$ cat config.mk
export PLATFORM = sky130hd
export DESIGN_NAME = param_register_file
export DESIGN_NICKNAME = d
export VERILOG_FILES = /design/src/rtl/param_register_file.sv
export SDC_FILE = /design/constraint.sdc
export NUM_CORES = 2
export LEC_CHECK = 0
export ABC_AREA = 1
export CAP_MARGIN = 20
export CELL_PAD_IN_SITES_DETAIL_PLACEMENT = 1
export CELL_PAD_IN_SITES_GLOBAL_PLACEMENT = 2
export CORE_AREA = 8 8 419 421
export CTS_CLUSTER_DIAMETER = 100
export CTS_CLUSTER_SIZE = 25
export DETAILED_ROUTE_END_ITERATION = 10
export DIE_AREA = 0 0 427 429
export HOLD_SLACK_MARGIN = 0.02
export PLACE_DENSITY_LB_ADDON = 0.1
export SETUP_SLACK_MARGIN = 0.1
export SKIP_LAST_GASP = 1
export SLEW_MARGIN = 5
export SYNTH_ARGS = -nofsm -noshare
export SYNTH_HDL_FRONTEND = slang
export SYNTH_SLANG_ARGS = --single-unit
$ cat constraint.sdc
create_clock -name Clk -period 2.2 [get_ports Clk]
set_clock_uncertainty 0.15 [all_clocks]
set_input_delay 0.44 -clock Clk [delete_from_list [all_inputs] [get_ports Clk]]
set_output_delay 0.44 -clock Clk [all_outputs]
set_load 0.1 [all_outputs]
$ cat src/rtl/param_register_file.sv
// -----------------------------------------------------------------------------
// param_register_file
//   Parametrised MIPS general-purpose register file with a hardwired-zero
//   register 0 (ZERO_REG), a per-register pending scoreboard for hazard
//   detection and a runtime clear sequencer that zeroes the whole array
//   over DEPTH cycles without a chip reset.
//
//   Optional feature: define REGFILE_BYPASS_EN for write-first forwarding
//   (a same-cycle write is visible on a matching read port). Without it the
//   read ports are read-before-write.
//
// Parameters
//   DATA_WIDTH   register width
//   ADDR_WIDTH   address width, DEPTH = 2**ADDR_WIDTH
//   ZERO_REG     1: register 0 reads 0 and ignores writes and reserves
//
// Ports
//   Clk, Rst_n                    clock, async active-low reset
//   ReadRegister1/2 -> ReadData1/2 combinational read ports
//   WriteRegister, WriteData, RegWrite   writeback port
//   Reserve, ReserveReg           mark a register pending (producer issued)
//   Pending1/2                    scoreboard bit for ReadRegister1/2
//   ClearReq                      start the zeroing sweep (ignored when busy)
//   Busy                          sweep in progress
// -----------------------------------------------------------------------------
module param_register_file #(
    parameter int DATA_WIDTH = 32,
    parameter int ADDR_WIDTH = 5,
    parameter int ZERO_REG   = 1
) (
    input  logic                  Clk,
    input  logic                  Rst_n,
    input  logic [ADDR_WIDTH-1:0] ReadRegister1,
    input  logic [ADDR_WIDTH-1:0] ReadRegister2,
    output logic [DATA_WIDTH-1:0] ReadData1,
    output logic [DATA_WIDTH-1:0] ReadData2,
    input  logic [ADDR_WIDTH-1:0] WriteRegister,
    input  logic [DATA_WIDTH-1:0] WriteData,
    input  logic                  RegWrite,
    input  logic                  Reserve,
    input  logic [ADDR_WIDTH-1:0] ReserveReg,
    output logic                  Pending1,
    output logic                  Pending2,
    input  logic                  ClearReq,
    output logic                  Busy
);

    localparam int DEPTH = 2 ** ADDR_WIDTH;

    localparam logic [0:0] IDLE  = 1'b0;
    localparam logic [0:0] SWEEP = 1'b1;

    logic [0:0]            state;
    logic [ADDR_WIDTH-1:0] sweepCnt;
    logic [DATA_WIDTH-1:0] regs [DEPTH];
    logic [DEPTH-1:0]      pend;

    logic writeEn;
    logic reserveEn;

    // Writes and reserves are only honoured while idle; register 0 is
    // filtered here so neither the array nor the scoreboard ever holds it.
    assign writeEn   = RegWrite && (state == IDLE) &&
                       !((ZERO_REG != 0) && (WriteRegister == '0));
    assign reserveEn = Reserve && (state == IDLE) &&
                       !((ZERO_REG != 0) && (ReserveReg == '0));

    assign Busy = (state == SWEEP);

    // NOTE: the array is reset like any other state because reset must
    // leave every register reading 0; this rules out a RAM macro here.
    always_ff @(posedge Clk or negedge Rst_n) begin
        if (!Rst_n) begin
            regs     <= '{default: '0};
            pend     <= '0;
            state    <= IDLE;
            sweepCnt <= '0;
        end else begin
            case (state)
                IDLE: begin
                    if (writeEn) begin
                        regs[WriteRegister] <= WriteData;
                        pend[WriteRegister] <= 1'b0;
                    end
                    // NOTE: non-blocking updates resolve last-wins, so this
                    // set placed after the clear gives reserve priority on a
                    // same-register collision.
                    if (reserveEn) begin
                        pend[ReserveReg] <= 1'b1;
                    end
                    if (ClearReq) begin
                        state <= SWEEP;
                    end
                end
                SWEEP: begin
                    regs[sweepCnt] <= '0;
                    pend[sweepCnt] <= 1'b0;
                    sweepCnt       <= sweepCnt + 1'b1;  // wraps to 0 at the end
                    if (&sweepCnt) begin
                        state <= IDLE;
                    end
                end
                default: state <= IDLE;
            endcase
        end
    end

    // NOTE: every output is given its default first, so no path through
    // these blocks leaves one unassigned and no latch is inferred.
    always_comb begin
        ReadData1 = regs[ReadRegister1];
        Pending1  = pend[ReadRegister1];
`ifdef REGFILE_BYPASS_EN
        if (writeEn && (WriteRegister == ReadRegister1)) begin
            ReadData1 = WriteData;
            Pending1  = 1'b0;
        end
`endif
        if ((ZERO_REG != 0) && (ReadRegister1 == '0)) begin
            ReadData1 = '0;
            Pending1  = 1'b0;
        end
    end

    always_comb begin
        ReadData2 = regs[ReadRegister2];
        Pending2  = pend[ReadRegister2];
`ifdef REGFILE_BYPASS_EN
        if (writeEn && (WriteRegister == ReadRegister2)) begin
            ReadData2 = WriteData;
            Pending2  = 1'b0;
        end
`endif
        if ((ZERO_REG != 0) && (ReadRegister2 == '0)) begin
            ReadData2 = '0;
            Pending2  = 1'b0;
        end
    end

endmodule

Yosys cells after proc, flatten, opt, wreduce, memory -nomap -nowiden
Cells that the tools add are included.
Widths: inputs -> output; s select.
{"block": "word_totals", "reg_bits": 1062, "latchBits": 0, "ramBits": 0, "rom_bits": 0, "word_cells": 113, "n_memories": 0}
{"block": "classes", "n_addsub": 1, "mul": 0, "div": 0, "order_cmp": 14, "eq_ne": 1, "shift": 0, "muxes": 34, "n_bitwise": 12, "n_reduce_logical": 16}
{"operator": "$pmux 1024 s2", "n": 1}
{"operator": "$and 1024x1024->1024", "n": 1}
{"operator": "$bwmux 1024", "n": 1}
{"operator": "$mux 1024", "n": 1}
{"operator": "$not 1024->1024", "n": 1}
{"operator": "$mux 32", "n": 11}
{"operator": "$bmux 32 s5", "n": 2}
{"operator": "$demux 32 s5", "n": 2}
{"operator": "$and 32x32->32", "n": 2}
{"operator": "$not 32->32", "n": 2}
{"operator": "$pmux 32 s2", "n": 1}
{"operator": "$or 32x32->32", "n": 1}
{"operator": "$lt 5x6->1 const B", "n": 5}
{"operator": "$ge 6x6->1 const B", "n": 4}
{"operator": "$not 5->6", "n": 4}
{"operator": "$logic_not 5->1", "n": 4}
{"operator": "$demux 1 s5", "n": 3}
{"operator": "$ge 5x1->1 const B", "n": 3}
{"operator": "$lt 6x1->1 const B", "n": 2}
{"operator": "$bmux 1 s5", "n": 2}
{"operator": "$logic_and 1x1->1", "n": 9}
{"operator": "$mux 1", "n": 9}
{"operator": "$add 5x1->5 const B", "n": 1}
{"operator": "$reduce_and 5->1", "n": 1}
{"operator": "other kinds (4)", "n": 5}

Depth between registers and ports, before layout
{"block": "depth", "ltp_word": 11, "mapped_depth": 13}

Worst setup path before layout
OpenSTA, ideal clock, no wires.
{"block": "synth_timing", "kind": "input -> output", "from": "input port ReadRegister1[0]", "to": "output port ReadData1[28]", "arrival_ns": 2.802, "required_ns": 1.610, "setup_slack_ns": -1.192, "stages": 13, "path_buffers": 4, "path_cell_list": "buf_2 > inv_1 > buf_2 > buf_4 > buf_2 > nand2_1 > nand3_1 > nand3_1 > nand2_1 > nand2_1 > nand3_1 > nand2_1 > nor2_1"}
{"block": "synth_between", "elab_chain_len": 5}
{"item": "from (decl)", "line": "33", "source": "input logic [ADDR_WIDTH-1:0] ReadRegister1,"}
{"item": "$not 5->6 (not written as such)", "line": "111", "source": "ReadData1 = regs[ReadRegister1];"}
{"item": "$bmux 32 s5", "line": "111"}
{"item": "$mux 32 (not written as such) (2 in a row)", "line": "111"}
{"item": "$mux 32 *", "line": "119", "source": "if ((ZERO_REG != 0) && (ReadRegister1 == '0)) begin"}
{"item": "to (decl)", "line": "35", "source": "output logic [DATA_WIDTH-1:0] ReadData1,"}
Mark *: on every way between the ends. The rest lies on a longest branch, timed or not. The select of a mux whose other input is x is not followed.

Worst setup path in the final report
{"block": "layout_timing", "from": "input port ReadRegister1[0]", "to": "output port ReadData1[24]"}
Same word-level chain as after synthesis.

==> impl_results.md <==
- Most instantiated cells after synthesis: nand2_1 (2891), nand3_1 (2080), dfrtp_1 (1062)
- CP arrival: 2.32 ns
- Pwr Density: 615 mW/mm^2
- Drt first-iter violations: 8714
- Final min period: 2.91 ns
- Proportion of layout cells with a drive suffix above 1: 0.265
- Failing checks: negative setup slack
- DR vias/cell: 6.21
- Worst-path clk slew: 0.11 ns
- Max Cap Viol: 0
- RR Startpoint: Busy
- Die area: 0.183 sq mm
- Fin. max-slew vios: 0
- Slew headroom: 0.600
- CTS buffer count: 56
- Core Rows: 151
- Post-Synthesis Cell Area: 0.0604 sq mm
- Final Cycle Share: 1.32
- Die Width: 427 um
- Hold Path Class: input port to asynchronous set/reset pin
- Final worst-path setup slack: -0.713 ns
- Grt met3 use: 0.0587
- Nets: 9339
- H-tree depth: 2
- Worst slew pin tran: 0.596 ns
- GR Util met2: 0.571
- Critical path startpoint category: input port
- Async set or reset register ratio after synthesis: 1.00
- Delay-heaviest family, CP: buffers and inverters
- Critical path startpoint: ReadRegister1[0]
- Worst EP required: 1.61 ns
- Clock power frac: 0.258
- Mapped Cells: 8757
- Largest cells by area after synthesis: dfrtp_1 (44%), nand2_1 (18%), nand3_1 (17%)
- Register bit total from synthesis: 1062
- P_int: 31.9 mW
- DRT Pass-1 Iters: 5
- Layout area overhead: 40.3%
- Hold Vio Cnt, Final: 0
- Post-Synth Adder-Cell Area: 0.00104
- Status: finished with violations
- Simple-gate share of the synthesized area: 0.370
- Most common cell on crit path: nand2_1
- Core area: 0.169 sq mm
- Worst Setup EP: ReadData1[24]
- Most Crowded Layer GR: met2
- Setup TNS Final: -40.04 ns
- Final Total Pwr: 52.1 mW
- Instance count on the critical path: 13
- Clock Latency Late Sink: 0.78 ns
- Xor-xnor portion of the synthesized cell area: 0.000435
- Final ANT Viol Nets: 0
- # setup viols final: 78
- Mean Syn Cell Area: 6.90 sq um
- Register area share after synthesis: 0.440
- Cell type with the largest total area after synthesis: dfrtp_1
- Setup crit end kind: output port
- NetSw: 20.2 mW
- Combinational Power Share: 0.328
- Netlist cell types: 29
- Clock sinks: 1062
- CP Cell Sequence: buf_16 > buf_4 > buf_12 > buf_4 > nand2_1 > nand3_1 > nand3_1 > nand2_1 > nand2_1 > nand3_1 > nand2_1 > nor2_4 > buf_12
- M1 GR Usage: 0.495
- Residual DRC: 0
- Hold WS: 0.0795 ns
- Routed len/inst: 32.0 um
- Pleak: 38.3 nW
- Total wire length: 369000 um
- EDFF count, synth: 0
- Die Ht: 429 um
- First-pass GRT wire length: 501000 um
- Placer Congestion: 0.925
- Top-area cell type share of the netlist area: 0.440
- CTS tree: done
- Top-count cell post-synth: nand2_1
- Syn. warnings: 0
- Post-Syn Nets: 8819
- Port Buffer Count: 123
- Flop pwr share: 0.414
- Clock buffer depth: 3
- Ys flop type: dfrtp_1
- Total track usage: 0.365
- Multiplexer share of the synthesized area: 0
- Number of global-route vias before repair: 69800
- Max IR drop VDD: 0.000823 V
- Initial antenna violation count: 7
- Worst Reg-to-Reg Cells: 10
- Switching Share: 0.388
- Vias: 71600
- RSZ-0062 raised after global routing: yes
- Congestion Overflow GR: 0
- Max incr delay on CP: 0.31 ns
- Worst Path Max Fanout: 17
- Fmax: 343 MHz
- Largest family of logic cells by synthesized area: simple AND/OR/NAND/NOR gates
- Io pins: 124
- CP max-delay cell: buf_4
- Starting Density: 0.359
- Worst path bufs/invs: 5
- R2R Setup Slk: 0.01 ns
- Critical path class: input port to output port
- Placed wire-length estimate: 222000 um
- Worst reg2reg endpoint: regs[814]
- Largest net degree at the start of global routing: 77
- Compound-Gate Fraction of Synth Area: 0.112
- CTS root buffer: clkbuf_16
==> cell type report <==
| type | count | area (sq um) |
|---|---|---|
| Inverter | 357 | 1440 |
| Timing Repair inverter | 6 | 160 |
| Sequential cell | 1062 | 26600 |
| Tap cell | 2218 | 2780 |
| Multi-Input combinational cell | 6519 | 34700 |
| Clock buffer | 62 | 1480 |
| Timing Repair Buffer | 1275 | 17300 |
| Antenna cell | 2 | 5.00 |
| Fill cell | 20000 | 83800 |
| Clock inverter | 31 | 362 |
==> worst register-to-register path: cells and delay by family, from the launching register on <==
kind | cells | cell delay, ns
DFF | 1 | 0.51
AOI/OAI and AO/OA | 2 | 0.30
and+or+nand+nor | 3 | 0.34
buffers and inverters | 5 | 0.72
==> cell families after synthesis <==
logic type | Yosys count
buffers and inverters | 1178
AND/OR/NAND/NOR | 5247
adder cells (fa/ha/maj) | 5
XOR/XNOR | 3
flip-flops | 1062
AO/OA/AOI/OAI | 1262
==> per-layer routing <==
| metal | part of all wire | routed length [um] | vias up |
|---|---|---|---|
| met5 | 0.00013 | 49 | - |
| met1 | 0.40 | 149000 | 36700 |
| met4 | 0.062 | 22900 | 8 |
| met3 | 0.091 | 33600 | 1009 |
| li1 | - | - | 30100 |
| met2 | 0.44 | 164000 | 3786 |
==> stage by stage <==
step / setup slack, ns / instance area (sq um) / util / std cells
after floorplan: -0.278 / 61500 / - / 8757
after global placement: -0.821 / 72400 / 0.429 / 11100
after detailed placement: -0.834 / 72400 / 0.429 / 11100
after CTS: -0.731 / 79100 / 0.469 / 11300
after global routing: -0.804 / 84800 / 0.503 / 11500
final: -0.713 / 84800 / 0.503 / 11500
==> cell usage in the layout, fill, tap and decap left out, drive strengths merged, types with 2 or more instances in the layout <==
cell type,count
a21oi,98
buf,1165
bufbuf,6
bufinv,3
clkbuf,119
clkdlybuf4s50,45
clkinv,18
clkinvlp,4
dfrtp,1062
diode,2
dlygate4sd3,2
ha,5
inv,369
nand2,2894
nand3,2080
nor2,260
nor3,12
o211ai,54
o21ai,860
o22ai,246
o31ai,4
xor2,2
==> worst min path at each step <==
stage | depth (start not counted) | to | slack, ns
final | 2 | regs[702] | 0.08
after floorplan | 0 | pend[0] | -0.006
after global routing | 2 | regs[702] | 0.06
after CTS | 2 | regs[702] | 0.05
after detailed placement | 1 | regs[936] | 0.22
after global placement | 1 | regs[936] | 0.22
==> power by group through the flow <==
stage          combinational, mW  clock, mW  sequential (mW)
4_1_cts                     15.4       13.5             21.5
5_1_grt                     17.6       14.0             21.7
3_3_place_gp                13.9          0             21.8
2_1_floorplan               6.60          0             21.6
6_report                    17.1       13.4             21.6
3_5_place_dp                14.0          0             21.8
==> flip-flops by register name, summed over array words and instances (netlist names) <==
name / flops
pend: 32
Busy: 1
regs: 1024
sweepCnt: 5
==> what timing repair did <==
| action | 4_1_cts | 5_1_grt |
|---|---|---|
| hold buffers | 2 | 0 |
| setup buffers | 145 | 124 |
| resized for setup | 704 | 818 |
| gates cloned | 37 | 76 |
| endpoints found under the hold margin | 363 | 0 |
| setup endpoints to repair | 170 | 588 |
| pin swaps | 355 | 539 |
(Power assumes the default switching activity.)
